==> src/rtl/rr_shared_latch_arbiter.sv <==
// Round-robin arbiter in front of one shared holding register.
// Each cycle at most one requester is granted; its word is captured and
// presented downstream under a valid/ready handshake. A drain and a new
// capture can happen in the same cycle, giving one word per cycle.
module rr_shared_latch_arbiter #(
  parameter int unsigned WIDTH = 32,
  parameter int unsigned N     = 4,
  localparam int unsigned IDXW = $clog2(N)
) (
  input  logic                 clk,
  input  logic                 reset,
  input  logic                 flush,
  input  logic [N-1:0]         req_valid,
  input  logic [N*WIDTH-1:0]   req_data,
  output logic [N-1:0]         req_ready,
  output logic                 out_valid,
  input  logic                 out_ready,
  output logic [WIDTH-1:0]     out_data,
  output logic [IDXW-1:0]      out_src
);

  localparam logic StEmpty = 1'b0;
  localparam logic StFull  = 1'b1;

  logic             state_q, state_d;
  logic [IDXW-1:0]  ptr_q, ptr_d;
  logic [WIDTH-1:0] data_q, data_d;
  logic [IDXW-1:0]  src_q, src_d;

  logic             can_accept;
  logic             found;
  logic             grant;
  logic [IDXW-1:0]  winner;
  int unsigned      idx_c;

  // Flush frees the register even under backpressure; the dropped word is lost.
  assign can_accept = (state_q == StEmpty) || out_ready || flush;

  // Search for the first valid requester starting at the round-robin pointer.
  always_comb begin
    found  = 1'b0;
    winner = '0;
    idx_c  = 0;
    for (int unsigned k = 0; k < N; k++) begin
      idx_c = (32'(ptr_q) + k) % N;
      if (!found && req_valid[idx_c[IDXW-1:0]]) begin
        found  = 1'b1;
        winner = idx_c[IDXW-1:0];
      end
    end
  end

  assign grant = can_accept && found;

  // One-hot grant to the winner, only when the register can take a word.
  always_comb begin
    req_ready = '0;
    if (grant) begin
      req_ready[winner] = 1'b1;
    end
  end

  // Next-state: capture has priority, then drain/flush to empty, else hold.
  always_comb begin
    state_d = state_q;
    ptr_d   = ptr_q;
    data_d  = data_q;
    src_d   = src_q;
    if (grant) begin
      state_d = StFull;
      data_d  = req_data[32'(winner)*WIDTH +: WIDTH];
      src_d   = winner;
      ptr_d   = (winner == IDXW'(N - 1)) ? '0 : winner + 1'b1;
    end else if (flush || ((state_q == StFull) && out_ready)) begin
      // Held word leaves; out_data/out_src keep their last value.
      state_d = StEmpty;
    end
  end

  // State registers with asynchronous active-high reset.
  always_ff @(posedge clk or posedge reset) begin
    if (reset) begin
      state_q <= StEmpty;
      ptr_q   <= '0;
      data_q  <= '0;
      src_q   <= '0;
    end else begin
      state_q <= state_d;
      ptr_q   <= ptr_d;
      data_q  <= data_d;
      src_q   <= src_d;
    end
  end

  assign out_valid = (state_q == StFull);
  assign out_data  = data_q;
  assign out_src   = src_q;

endmodule

==> config.mk <==
export PLATFORM = sky130hd
export DESIGN_NAME = rr_shared_latch_arbiter
export DESIGN_NICKNAME = d
export VERILOG_FILES = /design/src/rtl/rr_shared_latch_arbiter.sv
export SDC_FILE = /design/constraint.sdc
export NUM_CORES = 1
export LEC_CHECK = 0
export CAP_MARGIN = 20
export CORE_ASPECT_RATIO = 1.25
export CORE_MARGIN = 2
export CORE_UTILIZATION = 36
export DETAILED_ROUTE_END_ITERATION = 8
export PLACE_DENSITY = 0.89
export SYNTH_ARGS = -nofsm -noshare
export SYNTH_HDL_FRONTEND = slang
export SYNTH_SLANG_ARGS = --single-unit
==> constraint.sdc <==
create_clock -name clk -period 4.5 [get_ports clk]
set_input_delay 0.9 -clock clk [delete_from_list [all_inputs] [get_ports clk]]
set_output_delay 0.9 -clock clk [all_outputs]
set_load 0.01 [all_outputs]
---- Yosys cells after proc, flatten, opt, wreduce, memory -nomap -nowiden ----
Index checks and enable logic that the tools add are counted.
storage, ports and cells
  flip-flop bits (word level) ............. 37
  bits of input ports ..................... 136
  output and inout port bits .............. 39
  word-level logic and storage cells ...... 52
cells by class
  add/subtract/negate cells ............... 4
  magnitude comparators ................... 6
  equality and inequality tests ........... 1
  shift operators ......................... 1
  muxes and demuxes ....................... 22
  bitwise logic cells ..................... 1
  reduce and logical (&&, ||, !) cells .... 13
operator list
  cell                 count
  $shiftx 128x8->32    1
  $lt 2x3->1 const B   5
  $mux 1               11
  $mux 2               5
  $bmux 1 s2           4
  $logic_and 1x1->1    6
  $add 2x1->2 const B  2
  $add 2x2->2 const B  2
  $mux 4               1
  $logic_not 1->1      3
  $logic_or 1x1->1     3
  $demux 1 s2          1
  $eq 2x2->1 const B   1
  $ge 2x1->1 const B   1
  $reduce_bool 2->1    1
  $not 1->1            1

---- Longest topological paths before layout ----
Gate-level depths: netlist (run 1).
  depth in word-level cells ............... 17
  gate-level depth with buffers ........... 10
  mapped depth without buffers ............ 7

---- Least setup slack after synthesis (run 1) ----
No wires, ideal clock.
  path type ............................... input -> output
  start ................................... input req_valid[1]
  end ..................................... output req_ready[3]
  arrival ................................. 2.031 ns
  required time ........................... 3.600 ns
  setup slack ............................. 1.569 ns
  stages .................................. 8
  buffers on the path ..................... 2
  cells stage by stage .................... a21boi_1 > o22ai_1 > or2_1 > buf_4 > buf_4 > inv_1 > ha_1 > and2_1
on the way
  word-level cells in the longest chain between the ends .. 17
  elaborated cells between the ends (all ways) .. 29
  classes of those cells .................. order compare (2); mux (19); reduce/logical (8)
ends and longest elaborated chain
  element                                                                RTL line  RTL
  start: declaration                                                     13        input logic [N-1:0] req_valid,
  $bmux 1 s2                                                             46        if (!found && req_valid[idx_c[IDXW-1:0]]) begin
  $mux 1 (implied by the code)                                           46
  $mux 1                                                                 46
  $logic_not 1->1                                                        46
  $logic_and 1x1->1                                                      46
  $mux 1                                                                 46
  $logic_not 1->1                                                        46
  $logic_and 1x1->1                                                      46
  $mux 1                                                                 46
  $logic_not 1->1                                                        46
  $logic_and 1x1->1                                                      46
  $mux 2                                                                 46
  $lt 2x3->1 (implied by the code) / $ge 2x1->1 (equally long branches)  59        req_ready[winner] = 1'b1;
  $logic_and 1x1->1 (implied by the code)                                59
  $mux 1 (implied by the code)                                           59
  $demux 1 s2                                                            59
  $mux 4 *                                                               58        if (grant) begin
  end: declaration                                                       15        output logic [N-1:0] req_ready,
Mark *: on every way between the ends. The rest lies on a longest branch, timed or not. The select of a mux whose other input is x is not followed.

---- Worst setup path after layout (run 1) ----
Same ends and word-level chain as after synthesis.

==> out/results.ini, run 1 <==
[layout]
nets=531
final_area_um2=4119
utilization_pct=67.24
area_delta_synth_final_pct=83.09
drive_above_1_share_pct=4.810
num_antenna_cells=0
final_cell_count_no_fill=480
fillers=514

[timing]
max-slew-margin-rel_pct=52.64
period_share_pct=85.77
setup_tns_ns=0
min_period_ns=3.860
whs_ns=0.4811
tightest_slew_ns=0.7104
final.setup_skew_ns=0.01626
rsz0062_at_grt=false
max_freq_ghz=0.2591
slew_violations=0
setup-violations-final=0
finalHoldViolCount=0
fin_ws_ns=0.6404

[cts]
clock_latency_ns=0.29
cts.repair.resized=0
cts_tree=built
holdBufCountCts=0
clk_pin_slew_ns=0.09
root_buffer=clkbuf_8
cts_made_buffers=5
h-tree-depth=2
cts_setup_buffers=0
cts_sinks=37
clockBufferDepth=2

[floorplan]
die_area_um2=6901
io_pins=175
die_w_um=74.71
coreArea_um2=6126
die_y_um=92.38
initial_core_util_pct=36.72
rows=32

[power_and_ir_drop]
power_density_nw_per_um2=431.7
ir_worst_vdd_mv=0.2331
power.leakage_nw=1.666
finalPower_mw=1.778

[global_route]
grt_max_degree=38
antenna_found_initial=0
grt_pass1_vias=2698
grt_pass1_wl_um=12590
grt_use_total_pct=23.73
grt-ovfl-total=0

[logic_synthesis]
synth_area_um2=2250
yosysSeqAreaShare_pct=41.16
synth-edff-count=0
yosys-top-cells-area=dfrtp_1 41%, mux2i_1 14%, a22oi_1 10%, o211ai_1 10%, nand2_1 6.2%
synth_top_area_share_pct=41.16
synth_fp_nets=365
synthCells=228
avgSynthCellArea_um2=9.867
yosysTopAreaCell=dfrtp_1
ys.warnings.count=0
synth_top_flop_cell=dfrtp_1
synthArstFlopShare_pct=100.0
synth_seq_cells=37
synth_top_cells_by_count=37 x dfrtp_1, 37 x nand2_1, 32 x mux2i_1, 30 x a22oi_1, 30 x o211ai_1
ys_types=37

[detailed_routing]
drc_errors=0
detail_route.vias_per_cell=5.258
drt_iter0_drc=116
vias=2524
wire_per_inst_um=16.61
ant_nets=0
wl_um=7972
first_pass_iters=4

[worst_setup_path]
crit_type=primary input to output port
crit_path_max_fanout=6
critical_path_required_ns=3.60
arrival_ns=2.96
start_kind=primary input
worstSetupEndpointType=output port

[outcome]
status=finished, final reports clean

[placed_design]
gp_congestion=0.8187
postPlaceCellArea_um2=3999
io_buffers=174
dp_worst_setup_slack_ns=0.6375
hpwl_um=6134
place_inst=472

[worst_hold_path]
worstHoldPathType=flop to flop

[flow_run]
cap_violations=0

==> state kept, by name (all words and copies together), names as in the netlist <==
name       cells
out_valid      1
ptr_q          2
out_src        2
out_data      32
==> path summary, 6_finish.rpt <==
path	slack, ns	startpoint	to	cells past startpoint
max in group asynchronous	3.12	reset	out_data[13]	3
max	0.64	req_valid[1]	req_ready[3]	8
min	0.48	out_src[1]	out_src[1]	2
max reg2reg	2.45	ptr_q[1]	out_data[13]	6
min in group asynchronous	1.03	reset	out_data[30]	3
min reg2reg	0.48	out_src[1]	out_src[1]	2
==> power breakdown <==
group	internal, mW	leakage, nW	total (mW)	switching, mW
logic	0.518	1.16	0.925	0.406
registers	0.464	0.446	0.550	0.0860
clock network	0.180	0.0574	0.303	0.123
==> worst max-delay path, stage by stage <==
cell             delay, ns
clkdlybuf4s50_1       0.57
a21boi_1              0.20
o22ai_1               0.11
or2_2                 0.30
inv_1                 0.09
ha_1                  0.15
and2_1                0.11
clkdlybuf4s50_1       0.53
==> kinds of logic (layout without fill, tap and decap cells) <==
kind of cell | count (synthesis) | after routing | synth area share [%]
compound gates | 76 | 76 | 25.03
fa+ha+maj | 1 | 1 | 0.5561
buf+inv | 24 | 191 | 6.729
flops | 37 | 37 | 41.16
mux | 33 | 33 | 14.74
simple gates | 57 | 57 | 11.79
==> area by class of cell <==
class                           count  area, µm²  area share, %
Tap cell                           85      106.4          2.582
Inverter                            4      15.01         0.3645
Clock inverter                      2      37.54         0.9113
Sequential cell                    37      925.9          22.48
Clock buffer                        6      82.58          2.005
Multi-Input combinational cell    167       1172          28.46
Timing Repair Buffer              179       1779          43.20
==> cells in the final DEF (no fill, tap or decap) <==
master / instances
nand2_1: 37
a222oi_1: 1
or2_2: 2
o211ai_1: 30
a211o_1: 1
inv_1: 4
clkbuf_8: 6
o21bai_1: 1
nand2b_1: 1
o211a_1: 1
a22oi_1: 30
o22ai_1: 2
mux2i_1: 32
clkdlybuf4s50_1: 174
nor2_1: 4
o221ai_1: 1
o21ai_1: 1
buf_4: 5
and2_1: 5
and4b_1: 1
clkinvlp_4: 1
ha_1: 1
mux2_2: 1
a221oi_1: 1
o21ai_0: 3
or3b_2: 1
nor4_2: 1
o2111ai_1: 1
a21boi_1: 1
nand3_1: 1
nor2_2: 1
a21oi_1: 2
nor2b_1: 1
dfrtp_1: 37
nor3b_1: 1
bufinv_16: 1
nor3_1: 1
==> routing by layer <==
layer | part of all wire [%] | up-vias | wire length (µm) | track usage, %
met5 | 0 | - | 0 | 0
met4 | 3.4 | 0 | 275 | 10.42
met3 | 6.3 | 20 | 502 | 5.441
met2 | 55 | 125 | 4390 | 44.25
met1 | 35 | 1189 | 2803 | 24.20
li1 | - | 1190 | - | -
Power figures use the tool's default switching activity.
==> run 2, diff against run 1 <==
CAP_MARGIN = 10   (was 20)
==> results of run 2 <==
No change in the layout: final DEF, timing and power equal those of run 1.
==> run 3, diff against run 2 <==
CAP_MARGIN = 20   (was 10)
MAX_ROUTING_LAYER = met4   (was unset)
==> out/results.ini, run 3 (synthesis results as in run 1) <==
[worst_setup_path]
crit_type=primary input to output port
arrival_ns=2.96  ; about the same
worstSetupEndpointType=output port
critical_path_required_ns=3.60  ; about the same
crit_path_max_fanout=6  ; unchanged
start_kind=primary input

[outcome]
status=finished, final reports clean

[cts]
cts_setup_buffers=0  ; unchanged
root_buffer=clkbuf_8
cts.repair.resized=0  ; unchanged
clockBufferDepth=2  ; unchanged
clock_latency_ns=0.28  ; about the same
cts_tree=built
cts_sinks=37  ; unchanged
clk_pin_slew_ns=0.08  ; about the same
h-tree-depth=2  ; unchanged
holdBufCountCts=0  ; unchanged
cts_made_buffers=5  ; unchanged

[layout]
area_delta_synth_final_pct=83.09  ; unchanged
drive_above_1_share_pct=4.810  ; unchanged
layout_common_cells=174 x clkdlybuf4s50_1, 37 x nand2_1, 37 x dfrtp_1, 32 x mux2i_1
seq_area_um2=925.9  ; unchanged
final_common_cell=clkdlybuf4s50_1
final_area_um2=4119  ; unchanged
nets=531  ; unchanged
num_antenna_cells=0  ; unchanged
fillers=514  ; unchanged
largest_reg_flops=32  ; unchanged
multi_input_area_um2=1172  ; unchanged
utilization_pct=67.24  ; unchanged

[global_route]
use_met1_pct=24.97  ; +0.76 points
grt_pass1_wl_um=12570  ; -0.17%
grt_pass1_vias=2701  ; +0.11%
grt-ovfl-total=0  ; unchanged
antenna_found_initial=0  ; unchanged
grt_max_degree=38  ; unchanged
grt-busiest-layer=met2
grt_use_total_pct=24.31  ; +0.59 points
grt_use_met3_pct=4.026  ; -1.4 points
use_met2_pct=44.40  ; +0.15 points

[timing]
setup_tns_ns=0  ; unchanged
tightest_slew_ns=0.7260  ; +0.01566 ns
whs_ns=0.4798  ; -0.001381 ns
final.setup_skew_ns=0.01252  ; -0.003745 ns
max_freq_ghz=0.2588  ; -0.11%
rsz0062_at_grt=false
period_share_pct=85.87  ; +0.098 points
max-slew-margin-rel_pct=51.60  ; -1.0 points
finalHoldViolCount=0  ; unchanged
setup-violations-final=0  ; unchanged
slew_violations=0  ; unchanged
min_period_ns=3.864  ; +0.004420 ns

[detailed_routing]
wl_um=7971  ; about the same
first_pass_iters=4  ; unchanged
vias=2530  ; +0.24%
detail_route.vias_per_cell=5.271  ; +0.24%
ant_nets=0  ; unchanged
drt_iter0_drc=103  ; -11%
wire_per_inst_um=16.61  ; about the same
drc_errors=0  ; unchanged

[floorplan]
die_w_um=74.71  ; unchanged
initial_core_util_pct=36.72  ; unchanged
die_area_um2=6901  ; unchanged
io_pins=175  ; unchanged
coreArea_um2=6126  ; unchanged
die_y_um=92.38  ; unchanged
rows=32  ; unchanged

[worst_hold_path]
worstHoldPathType=flop to flop

[placed_design]
hpwl_um=6134  ; unchanged
postPlaceCellArea_um2=3999  ; unchanged
gp_congestion=0.8309  ; +1.5%
io_buffers=174  ; unchanged

[power_and_ir_drop]
power.leakage_nw=1.666  ; unchanged
ir_worst_vdd_mv=0.2316  ; -0.65%
power_density_nw_per_um2=431.3  ; about the same

[flow_run]
cap_violations=0  ; unchanged

-- run 3: cell counts in the layout (fill, tap and decap cells not counted) --
No cell type changed its count.
-- run 3: final cells by class --
cell class,instances,area share (%)
Timing Repair Buffer,179,43.20
Multi-Input combinational cell,167,28.46
Sequential cell,37,22.48
Tap cell,85,2.582
Clock buffer,6,2.005
Clock inverter,2,0.9113
Inverter,4,0.3645
-- run 3: through the flow --
stage	total power [mW]	worst slack (ns)	instances
2_1_floorplan	1.010	1.569	228
3_3_place_gp	1.453	0.7069	472
3_5_place_dp	1.487	0.6375	472
4_1_cts	1.795	0.6387	480
5_1_grt	1.889	0.5434	480
6_report	1.776	0.6360	480
-- run 3: worst paths after layout --
kind / from / to / slack [ns] / depth (start not counted)
setup / recovery: req_valid[1] / req_ready[3] / 0.64 / 8
hold / removal: out_src[1] / out_src[1] / 0.48 / 2
setup reg to reg: ptr_q[1] / out_data[13] / 2.45 / 6
hold reg to reg: out_src[1] / out_src[1] / 0.48 / 2
max in group asynchronous: reset / ptr_q[0] / 3.12 / 3
min in group asynchronous: reset / out_data[30] / 1.04 / 3
-- run 3: report_power, final --
group	switching, mW	internal [mW]
clock	0.121	0.180
sequential	0.0862	0.464
combinational	0.407	0.518
total	0.614	1.16
-- run 3: worst max-delay path, stage by stage --
cell and delay, ns:
clkdlybuf4s50_1 0.57, a21boi_1 0.20, o22ai_1 0.11, or2_2 0.30, inv_1 0.09, ha_1 0.15, and2_1 0.11, clkdlybuf4s50_1 0.53
-- run 3: layer usage --
metal	wire (µm)	part of all wire, %
met4	267	3.3
met5	0	0
met1	2825	35
met2	4450	56
met3	429	5.4
